`config.mk`:
```
export PLATFORM = sky130hd
export DESIGN_NAME = ball_controller
export DESIGN_NICKNAME = d
export VERILOG_FILES = /design/src/rtl/pong_pkg.sv /design/src/rtl/ball_controller_tick_gen.sv /design/src/rtl/ball_controller.sv
export SDC_FILE = /design/constraint.sdc
export NUM_CORES = 1
export LEC_CHECK = 0
export ABC_AREA = 1
export CAP_MARGIN = 20
export CORE_ASPECT_RATIO = 1.2
export CORE_MARGIN = 5
export CORE_UTILIZATION = 55
export CTS_BUF_LIST = sky130_fd_sc_hd__clkbuf_16
export CTS_CLUSTER_DIAMETER = 120
export DETAILED_ROUTE_END_ITERATION = 8
export PLACE_DENSITY = 0.85
export SETUP_SLACK_MARGIN = 0.02
export SLEW_MARGIN = 0
export SYNTH_ARGS = -nofsm -noshare
export SYNTH_HDL_FRONTEND = slang
export SYNTH_HIERARCHICAL = 1
export SYNTH_SLANG_ARGS = --single-unit
```
`constraint.sdc`:
```
create_clock -name clk -period 6.6 [get_ports clk]
set_input_delay 1.32 -clock clk [delete_from_list [all_inputs] [get_ports clk]]
set_output_delay 1.32 -clock clk [all_outputs]
set_load 0.005 [all_outputs]
```
`src/rtl/pong_pkg.sv`:
```
// Shared types and widths for the pong game-logic slice.
package pong_pkg;

    localparam int POS_W   = 10;
    localparam int SCORE_W = 4;

    typedef enum logic [1:0] {
        IDLE,
        PLAY,
        SCORED,
        GAME_OVER
    } ball_state_t;

    typedef enum logic {
        DIR_NEG,
        DIR_POS
    } dir_t;

    // Score increment that sticks at the top of the counter range.
    function automatic logic [SCORE_W-1:0] sat_inc(input logic [SCORE_W-1:0] s);
        logic [SCORE_W-1:0] r;
        if (s == {SCORE_W{1'b1}}) begin
            r = s;
        end else begin
            r = s + 1'b1;
        end
        return r;
    endfunction

endpackage

```
`src/rtl/ball_controller_tick_gen.sv`:
```
// Rising-edge detector: turns the slow game clock into one-clk ticks.
// History resets high so a level that is already high at reset release
// never produces a tick.
module tick_gen (
    input  logic clk,
    input  logic reset,
    input  logic level_i,
    output logic tick_o
);

    logic prev_q;

    // Remember last cycle's level; reset to 1 to suppress a spurious edge.
    always_ff @(posedge clk) begin
        if (reset) begin
            prev_q <= 1'b1;
        end else begin
            prev_q <= level_i;
        end
    end

    assign tick_o = level_i & ~prev_q;

endmodule

```
`src/rtl/ball_controller.sv`:
```
// Pong ball controller: moves the ball one step per game tick, resolves
// wall bounces, paddle hits and misses, keeps score and sequences
// serve / point / game-over.
// Optional feature macro: BALL_SPEEDUP_EN (step grows by one per paddle
// hit, capped at twice the base step, reloaded on serve).
module ball_controller
    import pong_pkg::*;
#(
    parameter int SCREEN_W         = 640,
    parameter int SCREEN_H         = 480,
    parameter int BALL_SIZE        = 8,
    parameter int PADDLE_H         = 48,
    parameter int PADDLE_W         = 8,
    parameter int LEFT_PADDLE_COL  = 8,
    parameter int RIGHT_PADDLE_COL = 616,
    parameter int STEP             = 4,
    parameter int WIN_SCORE        = 7,
    parameter int HOLD_TICKS       = 8
) (
    input  logic               clk,
    input  logic               reset,
    input  logic               game_clock,
    input  logic               serve,
    input  logic [POS_W-1:0]   left_paddle_top,
    input  logic [POS_W-1:0]   right_paddle_top,
    output logic [POS_W-1:0]   ball_row,
    output logic [POS_W-1:0]   ball_col,
    output logic [SCORE_W-1:0] score_left,
    output logic [SCORE_W-1:0] score_right,
    output logic               point_scored,
    output logic               game_over
);

    // One extra bit so sums never wrap before they are compared.
    localparam int W1     = POS_W + 1;
    localparam int HOLD_W = $clog2(HOLD_TICKS + 1);

    localparam logic [W1-1:0]      ROW_MAX   = W1'(SCREEN_H - BALL_SIZE);
    localparam logic [W1-1:0]      COL_MAX   = W1'(SCREEN_W - BALL_SIZE);
    localparam logic [W1-1:0]      RFACE     = W1'(RIGHT_PADDLE_COL - BALL_SIZE);
    localparam logic [W1-1:0]      LFACE     = W1'(LEFT_PADDLE_COL + PADDLE_W);
    localparam logic [W1-1:0]      PAD_H     = W1'(PADDLE_H);
    localparam logic [W1-1:0]      BALL_X    = W1'(BALL_SIZE);
    localparam logic [POS_W-1:0]   ROW_CTR   = POS_W'((SCREEN_H - BALL_SIZE) / 2);
    localparam logic [POS_W-1:0]   COL_CTR   = POS_W'((SCREEN_W - BALL_SIZE) / 2);
    localparam logic [POS_W-1:0]   STEP_INIT = POS_W'(STEP);
    localparam logic [HOLD_W-1:0]  HOLD_LAST = HOLD_W'(HOLD_TICKS - 1);
    localparam logic [SCORE_W-1:0] WIN       = SCORE_W'(WIN_SCORE);
`ifdef BALL_SPEEDUP_EN
    localparam logic [POS_W-1:0]   STEP_MAX  = POS_W'(2 * STEP);
`endif

    ball_state_t        state_q, state_d;
    logic [POS_W-1:0]   row_q, row_d;
    logic [POS_W-1:0]   col_q, col_d;
    dir_t               dx_q, dx_d;
    dir_t               dy_q, dy_d;
    logic [POS_W-1:0]   step_q, step_d;
    logic [HOLD_W-1:0]  hold_q, hold_d;
    logic [SCORE_W-1:0] scoreL_q, scoreL_d;
    logic [SCORE_W-1:0] scoreR_q, scoreR_d;
    logic               point_q, point_d;

    logic               tick;
    logic [W1-1:0]      rowX, colX, stepX;
    logic [W1-1:0]      rowPlus, colPlus, lfacePlus;
    logic [W1-1:0]      leftTopX, rightTopX;
    logic               overlapL, overlapR;
    logic               hit, missRight, missLeft;

    tick_gen u_tick_gen (
        .clk     (clk),
        .reset   (reset),
        .level_i (game_clock),
        .tick_o  (tick)
    );

    assign rowX      = {1'b0, row_q};
    assign colX      = {1'b0, col_q};
    assign stepX     = {1'b0, step_q};
    assign rowPlus   = rowX + stepX;
    assign colPlus   = colX + stepX;
    assign lfacePlus = LFACE + stepX;
    assign leftTopX  = {1'b0, left_paddle_top};
    assign rightTopX = {1'b0, right_paddle_top};

    // Overlap uses the pre-update row against each paddle's vertical span.
    assign overlapL = (rowX < leftTopX + PAD_H)  && (rowX + BALL_X > leftTopX);
    assign overlapR = (rowX < rightTopX + PAD_H) && (rowX + BALL_X > rightTopX);

    // State and datapath registers; reset parks the ball at centre in IDLE.
    always_ff @(posedge clk) begin
        if (reset) begin
            state_q  <= IDLE;
            row_q    <= ROW_CTR;
            col_q    <= COL_CTR;
            dx_q     <= DIR_POS;
            dy_q     <= DIR_POS;
            step_q   <= STEP_INIT;
            hold_q   <= '0;
            scoreL_q <= '0;
            scoreR_q <= '0;
            point_q  <= 1'b0;
        end else begin
            state_q  <= state_d;
            row_q    <= row_d;
            col_q    <= col_d;
            dx_q     <= dx_d;
            dy_q     <= dy_d;
            step_q   <= step_d;
            hold_q   <= hold_d;
            scoreL_q <= scoreL_d;
            scoreR_q <= scoreR_d;
            point_q  <= point_d;
        end
    end

    // Next-state logic: movement and collision resolution on each tick.
    always_comb begin
        state_d   = state_q;
        row_d     = row_q;
        col_d     = col_q;
        dx_d      = dx_q;
        dy_d      = dy_q;
        step_d    = step_q;
        hold_d    = hold_q;
        scoreL_d  = scoreL_q;
        scoreR_d  = scoreR_q;
        point_d   = 1'b0;
        hit       = 1'b0;
        missRight = 1'b0;
        missLeft  = 1'b0;

        case (state_q)
            IDLE: begin
                row_d = ROW_CTR;
                col_d = COL_CTR;
                if (serve) begin
                    state_d = PLAY;
                    dy_d    = DIR_POS;
                    step_d  = STEP_INIT;
                end
            end

            PLAY: begin
                if (tick) begin
                    if (dx_q == DIR_POS) begin
                        if ((colX < RFACE) && (colPlus >= RFACE) && overlapR) begin
                            col_d = RFACE[POS_W-1:0];
                            dx_d  = DIR_NEG;
                            hit   = 1'b1;
                        end else if (colPlus >= COL_MAX) begin
                            missRight = 1'b1;
                        end else begin
                            col_d = col_q + step_q;
                        end
                    end else begin
                        if ((colX > LFACE) && (colX <= lfacePlus) && overlapL) begin
                            col_d = LFACE[POS_W-1:0];
                            dx_d  = DIR_POS;
                            hit   = 1'b1;
                        end else if (colX <= stepX) begin
                            missLeft = 1'b1;
                        end else begin
                            col_d = col_q - step_q;
                        end
                    end

                    if (dy_q == DIR_POS) begin
                        if (rowPlus >= ROW_MAX) begin
                            row_d = ROW_MAX[POS_W-1:0];
                            dy_d  = DIR_NEG;
                        end else begin
                            row_d = row_q + step_q;
                        end
                    end else begin
                        if (rowX <= stepX) begin
                            row_d = '0;
                            dy_d  = DIR_POS;
                        end else begin
                            row_d = row_q - step_q;
                        end
                    end

`ifdef BALL_SPEEDUP_EN
                    if (hit && (step_q < STEP_MAX)) begin
                        step_d = step_q + 1'b1;
                    end
`endif

                    // A miss freezes the ball where it was before this tick.
                    if (missRight || missLeft) begin
                        row_d   = row_q;
                        col_d   = col_q;
                        dy_d    = dy_q;
                        state_d = SCORED;
                        point_d = 1'b1;
                        hold_d  = '0;
                        if (missRight) begin
                            scoreL_d = sat_inc(scoreL_q);
                            dx_d     = DIR_POS;
                        end else begin
                            scoreR_d = sat_inc(scoreR_q);
                            dx_d     = DIR_NEG;
                        end
                    end
                end
            end

            SCORED: begin
                if (tick) begin
                    if (hold_q == HOLD_LAST) begin
                        hold_d = '0;
                        row_d  = ROW_CTR;
                        col_d  = COL_CTR;
                        if ((scoreL_q == WIN) || (scoreR_q == WIN)) begin
                            state_d = GAME_OVER;
                        end else begin
                            state_d = IDLE;
                        end
                    end else begin
                        hold_d = hold_q + 1'b1;
                    end
                end
            end

            GAME_OVER: begin
                row_d = ROW_CTR;
                col_d = COL_CTR;
                if (serve) begin
                    scoreL_d = '0;
                    scoreR_d = '0;
                    dx_d     = DIR_POS;
                    state_d  = IDLE;
                end
            end

            default: begin
                state_d = IDLE;
            end
        endcase
    end

    assign ball_row     = row_q;
    assign ball_col     = col_q;
    assign score_left   = scoreL_q;
    assign score_right  = scoreR_q;
    assign point_scored = point_q;
    assign game_over    = (state_q == GAME_OVER);

endmodule
```
# --- Word level (Yosys, flattened, before mapping) ---
# Index checks and enable logic that the tools add are counted.
classes:
  n_mux: 67
  n_reduce_logical: 22
  bitwise_logic: 4
  n_eq_ne: 21
  n_addsub: 12
  magnitude_cmp: 12
op_table:
  columns: ["operator", "count"]
  rows:
  - ["$mux W10", 16]
  - ["$pmux W10 S3", 2]
  - ["$mux W4", 13]
  - ["$pmux W4 S2", 3]
  - ["$reduce_and A6 Y1", 4]
  - ["$mux W1", 23]
  - ["$add A10 B3 Y11 const B", 2]
  - ["$add A10 B6 Y11 const B", 2]
  - ["$ge A11 B10 Y1 const B", 2]
  - ["$gt A11 B10 Y1", 2]
  - ["$lt A10 B11 Y1", 2]
  - ["$ne A2 B2 Y1 const B", 11]
  - ["$add A10 B3 Y10 const B", 2]
  - ["$le A10 B3 Y1 const B", 2]
  - ["$sub A10 B3 Y10 const B", 2]
  - ["$mux W2", 7]
  - ["$add A4 B1 Y4 const B", 3]
  - ["$eq A4 B3 Y1 const B", 3]
  - ["$reduce_and A4 Y1", 3]
  - ["$add A10 B4 Y11 const B", 1]
  - ["$ge A11 B9 Y1 const B", 1]
  - ["$gt A10 B5 Y1 const B", 1]
  - ["$le A10 B5 Y1 const B", 1]
  - ["$lt A10 B10 Y1 const B", 1]
  - ["other kinds (15)", 29]
word_totals:
  register_bits: 38
  output_inout_bits: 30
  in_bits: 24
  elab_cells: 148

# --- Longest topological paths before layout ---
# Gate-level depths: netlist of run 1.
depth:
  depth_word: 12
  mapped_depth: 22
  mapped_depth_nobuf: 20

# --- Hierarchy ---
# The synthesis of run 1 kept the hierarchy.
by_module_without_submodules:
  columns: ["mod", "instances", "area_per_inst_um2", "seq_area_each_um2", "cells_each"]
  rows:
  - ["ball_controller", 1, 3757.4, 660.6, 589]
  - ["tick_gen", 1, 37.5, 20.0, 5]

# --- Worst setup path after synthesis of run 1 ---
# OpenSTA, ideal clock, no wires.
synth_timing:
  path_type: "input to register"
  startpoint: "input left_paddle_top[4]"
  endpoint: "register col_q[5] (netlist: ball_col[5])"
  arrival_time_ns: 3.225
  n_path_buf: 1
  slack_ns: 3.235
  required_ns: 6.460
  setup_time_ns: 0.140
  cell_stages: 16
  cell_sequence: "inv_1 a21oi_1 nand3_1 xor2_1 ha_1 a21oi_1 nand2_1 nand2_1 inv_1 nor2_2 nand3_1 nand3_2 nand2_4 a21oi_4 buf_6 o211ai_1"
synth_via:
  elab_chain_cells: 11
  word_cells_on_any_way: 18
  cone_classes: "add/sub: 1; order compare: 2; eq/ne: 2; mux: 9; reduce/logical: 4"
synth_rtl:
  columns: ["item", "line", "text"]
  rows:
  - ["from (decl)", "ball_controller.sv:24", "input logic [POS_W-1:0] left_paddle_top,"]
  - ["$add A10 B6 Y11", "ball_controller.sv:88", "assign overlapL = (rowX < leftTopX + PAD_H) && (rowX + BALL_X > leftTopX);"]
  - ["$lt A10 B11 Y1", "ball_controller.sv:88", null]
  - ["$logic_and A1 B1 Y1 (*)", "ball_controller.sv:88", null]
  - ["$logic_and A1 B1 Y1 (*)", "ball_controller.sv:158", "if ((colX > LFACE) && (colX <= lfacePlus) && overlapL) begin"]
  - ["$mux W1", "ball_controller.sv:158", null]
  - ["$mux W1", "ball_controller.sv:147", "if (dx_q == DIR_POS) begin"]
  - ["$mux W1", "ball_controller.sv:146", "if (tick) begin"]
  - ["$mux W1", "ball_controller.sv:134", "case (state_q)"]
  - ["$logic_or A1 B1 Y1", "ball_controller.sv:192", "if (missRight || missLeft) begin"]
  - ["$ne A2 B2 Y1 (no source line)", null, null]
  - ["$reduce_and A6 Y1 (no source line)", null, null]
  - ["to (signal assigned)", "ball_controller.sv:107", "col_q <= col_d;"]
  - ["to (decl)", "ball_controller.sv:55", "logic [POS_W-1:0] col_q, col_d;"]
# Mark *: on every way between the ends. The rest lies on a longest branch, timed or not. The select of a mux whose other input is x is not followed.
# A chain may end at the register's enable or synchronous reset.

# --- Worst setup path in the final report of run 1 ---
layout_timing:
  startpoint: "input left_paddle_top[4]"
  endpoint: "register col_q[7] (netlist: ball_col[7])"
# The elaborated chain is that of the path after synthesis.

==> results of run 1 <==
cells in the final DEF (no fill, tap or decap), drive strengths merged, types with 3 or more instances in the layout:
cell and n:
inv 75, or2 6, dfxtp 34, a31oi 4, o21ai 25, clkinv 3
clkbuf 5, a21oi 42, nor3b 4, xor2 21, nand2 155, and3 3
conb 4, nand3 42, clkdlybuf4s50 49, nor3 7, o211ai 9, nor2 82
nand4 11, ha 45
registers in the layout, indices dropped and copies added (netlist names):
register / cells
ball_col: 8
ball_row: 8
hold_q: 4
score_left: 4
score_right: 4
state_q: 2
dx_q: 1
dy_q: 1
point_scored: 1
u_tick_gen/prev_q: 1
worst min-delay path, cell delays in order (launching register included):
cell,delay (ps)
dfxtp_1,320
nand2_1,60
a21oi_1,50
kinds of logic (layout without fill, tap and decap cells):
kind of cell    after synthesis  after routing  synth area share (%)
xor+xnor                     23             23                  5.31
flops                        34             34                  17.9
simple gates                311            311                  37.7
other cells                   1              4                0.0988
compound gates               88             88                  13.7
fa+ha+maj                    45             45                  14.8
buf+inv                      92            132                  10.5
layout make-up:
cell class,count,area (um2),share of cell area [%]
clock buffers,5,125,2.83
flip-flops and latches,34,681,15.4
well taps,87,109,2.46
clock inverters,3,12.5,0.283
multi-input cells,471,2730,61.6
inverters,75,282,6.36
repair buffers,49,490,11.1
through the flow:
stage / worst slack, ps / cells / hold slack (ps) / util (%)
2_1_floorplan: 3240 / 597 / 458 / -
3_3_place_gp: 2370 / 716 / 473 / 63.3
3_5_place_dp: 2260 / 716 / 477 / 63.3
4_1_cts: 2560 / 724 / 485 / 65.4
5_1_grt: 2250 / 724 / 523 / 65.4
6_report: 2540 / 724 / 481 / 65.4
power groups by stage:
stage	Clock (uW)	Sequential [uW]	Combinational (uW)
after detailed placement	0	377	877
after floorplan	0	334	680
after global placement	0	376	849
final	221	375	889
after global routing	234	389	1000
after CTS	223	374	885
path summary, 6_finish.rpt:
| kind | from | endpoint | slack (ps) | depth (start not counted) |
|---|---|---|---|---|
| worst min register to register | hold_q[1] | hold_q[1] | 480 | 2 |
| worst min-delay path | hold_q[1] | hold_q[1] | 480 | 2 |
| worst max-delay path | left_paddle_top[4] | ball_col[7] | 2540 | 17 |
| worst max register to register | ball_row[4] | ball_col[7] | 3190 | 16 |
metal layers:
layer	track usage [%]	wire length (um)	share of wire (%)
met3	3.19	480	4.9
met5	0	0	0
met4	8.65	264	2.7
met2	42.3	4900	50
met1	26.9	4190	43
==> results_dict.tcl, run 1 <==
set metrics [dict create \
    drt_iter0_markers 213 \
    period_needed_ps 4060 \
    clk_pin_slew_ps 50 \
    cp_num_buf_inv 3 \
    cts_inserted_buffers 5 \
    maxCapViolCount 0 \
    post_drt_wl_per_cell_um 13.6 \
    maxSlewViolCount 0 \
    dr.pass1.iters 5 \
    pwr-share-comb_pct 59.9 \
    track_usage_pct 23.1 \
    critPathMaxFanout 19 \
    cts-hold-fix-buffers 0 \
    power_uw 1490 \
    synth_commonest_cells "147 x nand2_1, 73 x nor2_1, 71 x inv_1" \
    crit_arrival_ps 4230 \
    clock_latency_ps 280 \
    rsz0062_at_grt "false" \
    status "completed" \
    antenna_found_initial 0 \
    antenna-diode-count 0 \
    yosys_register_bits 34 \
    start_util_pct 56.0 \
    yosys.area.top_type_share_pct 17.9 \
    fmax_ghz 0.246 \
    power.switching_uw 721 \
    io_buffers 49 \
    hp-class "reg2reg" \
    switching_share_pct 48.5 \
    critPathLaunchType "primary input" \
    final_design_area_no_fill_um2 4430 \
    cts_tree "done" \
    wirelength_um 9830 \
    via_per_inst 5.51 \
    power.leakage_uw 0.00217 \
    grt_pass1_vias 3857 \
    grt_start_max_net_pins 23 \
    max-slew-margin-rel_pct 49.1 \
    path_cells "clkdlybuf4s50_1 -> inv_1 -> a21oi_1 -> nand3_1 -> xor2_1 -> ha_1 -> a21oi_1 -> nand2_1 -> nand2_1 -> inv_1 -> nor2_2 -> nand3_1 -> nand3_2 -> nand2_4 -> a21oi_4 -> nand2_1 -> and3_1" \
    ys_top_cells_by_area "dfxtp_1 18%, ha_1 15%, nand2_1 15%, nor2_1 7.2%, inv_1 7.0%" \
    drive_gt1_share_pct 7.06 \
    die_h_um 101 \
    synthCells 594 \
    h-tree-depth 2 \
    placement.cell_area_um2 4290 \
    p_int_uw 765 \
    yosysSeqAreaShare_pct 17.9 \
    critPathCaptureType "register" \
    synthFlopType "dfxtp_1" \
    hpwl_um 7550 \
    syn_area_um2 3790 \
    required_ps 6770 \
    postCtsSetupBuffers 0 \
    tightest_slew_ps 762 \
    seqPwrFrac_pct 25.3 \
    cts_sinks 34 \
    power.density_nw_per_um2 336 \
    tns_ps 0 \
    yosysMostFrequentCell "nand2_1" \
    ys_async_sr_fraction_pct 0 \
    fill_cells 637 \
    clockBufferDepth 2 \
    yosysWarnings 6 \
    yosysTopAreaCell "dfxtp_1" \
    num_rows 33 \
    clkPwrFrac_pct 14.9 \
    fin_skew_ps 5.33 \
    cp_slowest_stage_delay_ps 490 \
    drc 0 \
    grt_overflow 0 \
    synthToLayoutAreaGrowth_pct 16.6 \
    core_area_um2 6770 \
    io_pins 54 \
    drtAntennaViolNets 0 \
    setup-violations-final 0 \
    die_x_um 85.8 \
    die-area_um2 8670 \
    post_synth.cell_area_avg_um2 6.39 \
    nNetsFinal 705 \
    cts_resized 0 \
    hold_violations 0 \
    finalCritPeriodShare_pct 61.5 \
    cp_top_family "simple AND/OR/NAND/NOR gates" \
    num_vias 3991 \
    yosysUniqueCellTypes 43 \
    grt_pass1_wl_um 16600 \
    ir_drop_mv 0.311 \
    criticalPathCategory "in2reg" \
    place.gp.congestion 0.916 \
    cpMostUsedCell "nand2_1" \
    cts_root_buf "clkbuf_16" \
    synth_edf_count 0 \
    crit_slowest_cell "clkdlybuf4s50_1" \
]
(Power assumes the default switching activity.)
==> run 2, diff against run 1 <==
==> constraint.sdc (replaced) <==
create_clock -name clk -period 3.85 [get_ports clk]
set_input_delay 0.77 -clock clk [delete_from_list [all_inputs] [get_ports clk]]
set_output_delay 0.77 -clock clk [all_outputs]
set_load 0.005 [all_outputs]
==> run 2 against run 1 <==
  * Routed wire length shrank 1.7%
  * Final cell count grew 0.41%
  * Non-clock buffer count grew 3
  * Clock power grew 130%
  * Critical path type unchanged
  * Combinational power grew 74%
  * Core utilization grew 1.1 points
==> results_dict.tcl, run 2 (synthesis results as in run 1) <==
set metrics [dict create \
    status "completed" \
    hpwl_um 7510 \
    clockBufferDepth 2 \
    max-slew-margin-rel_pct 48.7 \
    io_buffers 49 \
    dr.pass1.iters 5 \
    post_drt_wl_per_cell_um 13.3 \
    cts_sinks 34 \
    io_pins 54 \
    critPathLaunchType "primary input" \
    layout_commonest_cell "nand2_1" \
    post-place-cells 719 \
    fmax_ghz 0.296 \
    cts_resized 0 \
    critPathMaxFanout 19 \
    h-tree-depth 2 \
    maxCapViolCount 0 \
    clk_pin_slew_ps 50 \
    wirelength_um 9670 \
    nNetsFinal 708 \
    cts_inserted_buffers 5 \
    ir_drop_mv 0.444 \
    maxSlewViolCount 0 \
    finalCritPeriodShare_pct 87.6 \
    fin_skew_ps 8.16 \
    die-area_um2 8670 \
    cts_tree "done" \
    via_per_inst 5.45 \
    track_usage_pct 23.2 \
    num_rows 33 \
    drive_gt1_share_pct 7.66 \
    power.density_nw_per_um2 598 \
    final_design_area_no_fill_um2 4500 \
    power.leakage_uw 0.00220 \
    postCtsSetupBuffers 0 \
    tns_ps 0 \
    antenna-diode-count 0 \
    start_util_pct 56.0 \
    num_vias 3960 \
    grt_start_max_net_pins 23 \
    crit_arrival_ps 3540 \
    hp-class "reg2reg" \
    hold_violations 0 \
    required_ps 4020 \
    clock_latency_ps 280 \
    cts-hold-fix-buffers 0 \
    grt_pass1_wl_um 16600 \
    drtAntennaViolNets 0 \
    tightest_slew_ps 769 \
    power_uw 2690 \
    grt_overflow 0 \
    die_h_um 101 \
    critPathCaptureType "register" \
    drc 0 \
    period_needed_ps 3370 \
    die_x_um 85.8 \
    drt_iter0_markers 343 \
    final_cell_mix "147 x nand2_1, 73 x nor2_1, 71 x inv_1, 49 x clkdlybuf4s50_1, 45 x ha_1" \
    rsz0062_at_grt "false" \
    placement.cell_area_um2 4310 \
    grt_pass1_vias 3850 \
    place.gp.congestion 0.942 \
    antenna_found_initial 0 \
    core_area_um2 6770 \
    setup-violations-final 0 \
    stdcell_count 727 \
    finalHoldWorstSlack_ps 516 \
    criticalPathCategory "in2reg" \
    synthToLayoutAreaGrowth_pct 18.6 \
    cts_root_buf "clkbuf_16" \
]
-- run 2: layout make-up --
type	count	area (um2)
repair buffers	52	513
multi-input cells	471	2730
clock inverters	3	63.8
inverters	75	282
well taps	87	109
flip-flops and latches	34	681
clock buffers	5	125
fillers	593	2270
-- run 2: per-layer routing --
layer	track usage, %	part of all wire (%)	vias up
met5	0	0	-
li1	-	-	2024
met1	26.9	43	1801
met4	8.40	1.5	0
met2	42.6	51	120
met3	3.68	4.6	15
-- run 2: through the flow --
stage               utilization [%]  setup WS, ps
floorplan                         -          1040
global placement               63.7           294
detailed placement             63.7           204
CTS                            66.4           470
global route                   66.4           261
finish                         66.4           476
-- run 2: final timing paths --
check	start	end	slack, ps	depth (start not counted)
worst max register to register	ball_row[3]	ball_col[7]	710	17
worst max-delay path	left_paddle_top[4]	ball_col[7]	480	18
worst min-delay path	hold_q[1]	hold_q[1]	520	2
worst min register to register	hold_q[1]	hold_q[1]	520	2
-- run 2: critical path: stages --
cell and delay (ps):
clkdlybuf4s50_1 480, inv_1 80, a21oi_1 240, nand3_1 120, xor2_1 160, ha_1 320, a21oi_1 160, nand2_1 70
nand2_1 80, inv_1 50, nor2_2 110, nand3_1 110, nand3_2 120, nand2_4 80, a21oi_4 110, buf_4 260
nand2_1 70, and3_1 150
-- run 2: where the power goes --
| part | internal [uW] | leakage [uW] | switching, uW | total, uW |
|---|---|---|---|---|
| logic | 643 | 0.00183 | 910 | 1550 |
| registers | 449 | 0.000279 | 176 | 625 |
| clock network | 368 | 0.0000915 | 145 | 513 |
| total | 1460 | 0.00220 | 1230 | 2690 |
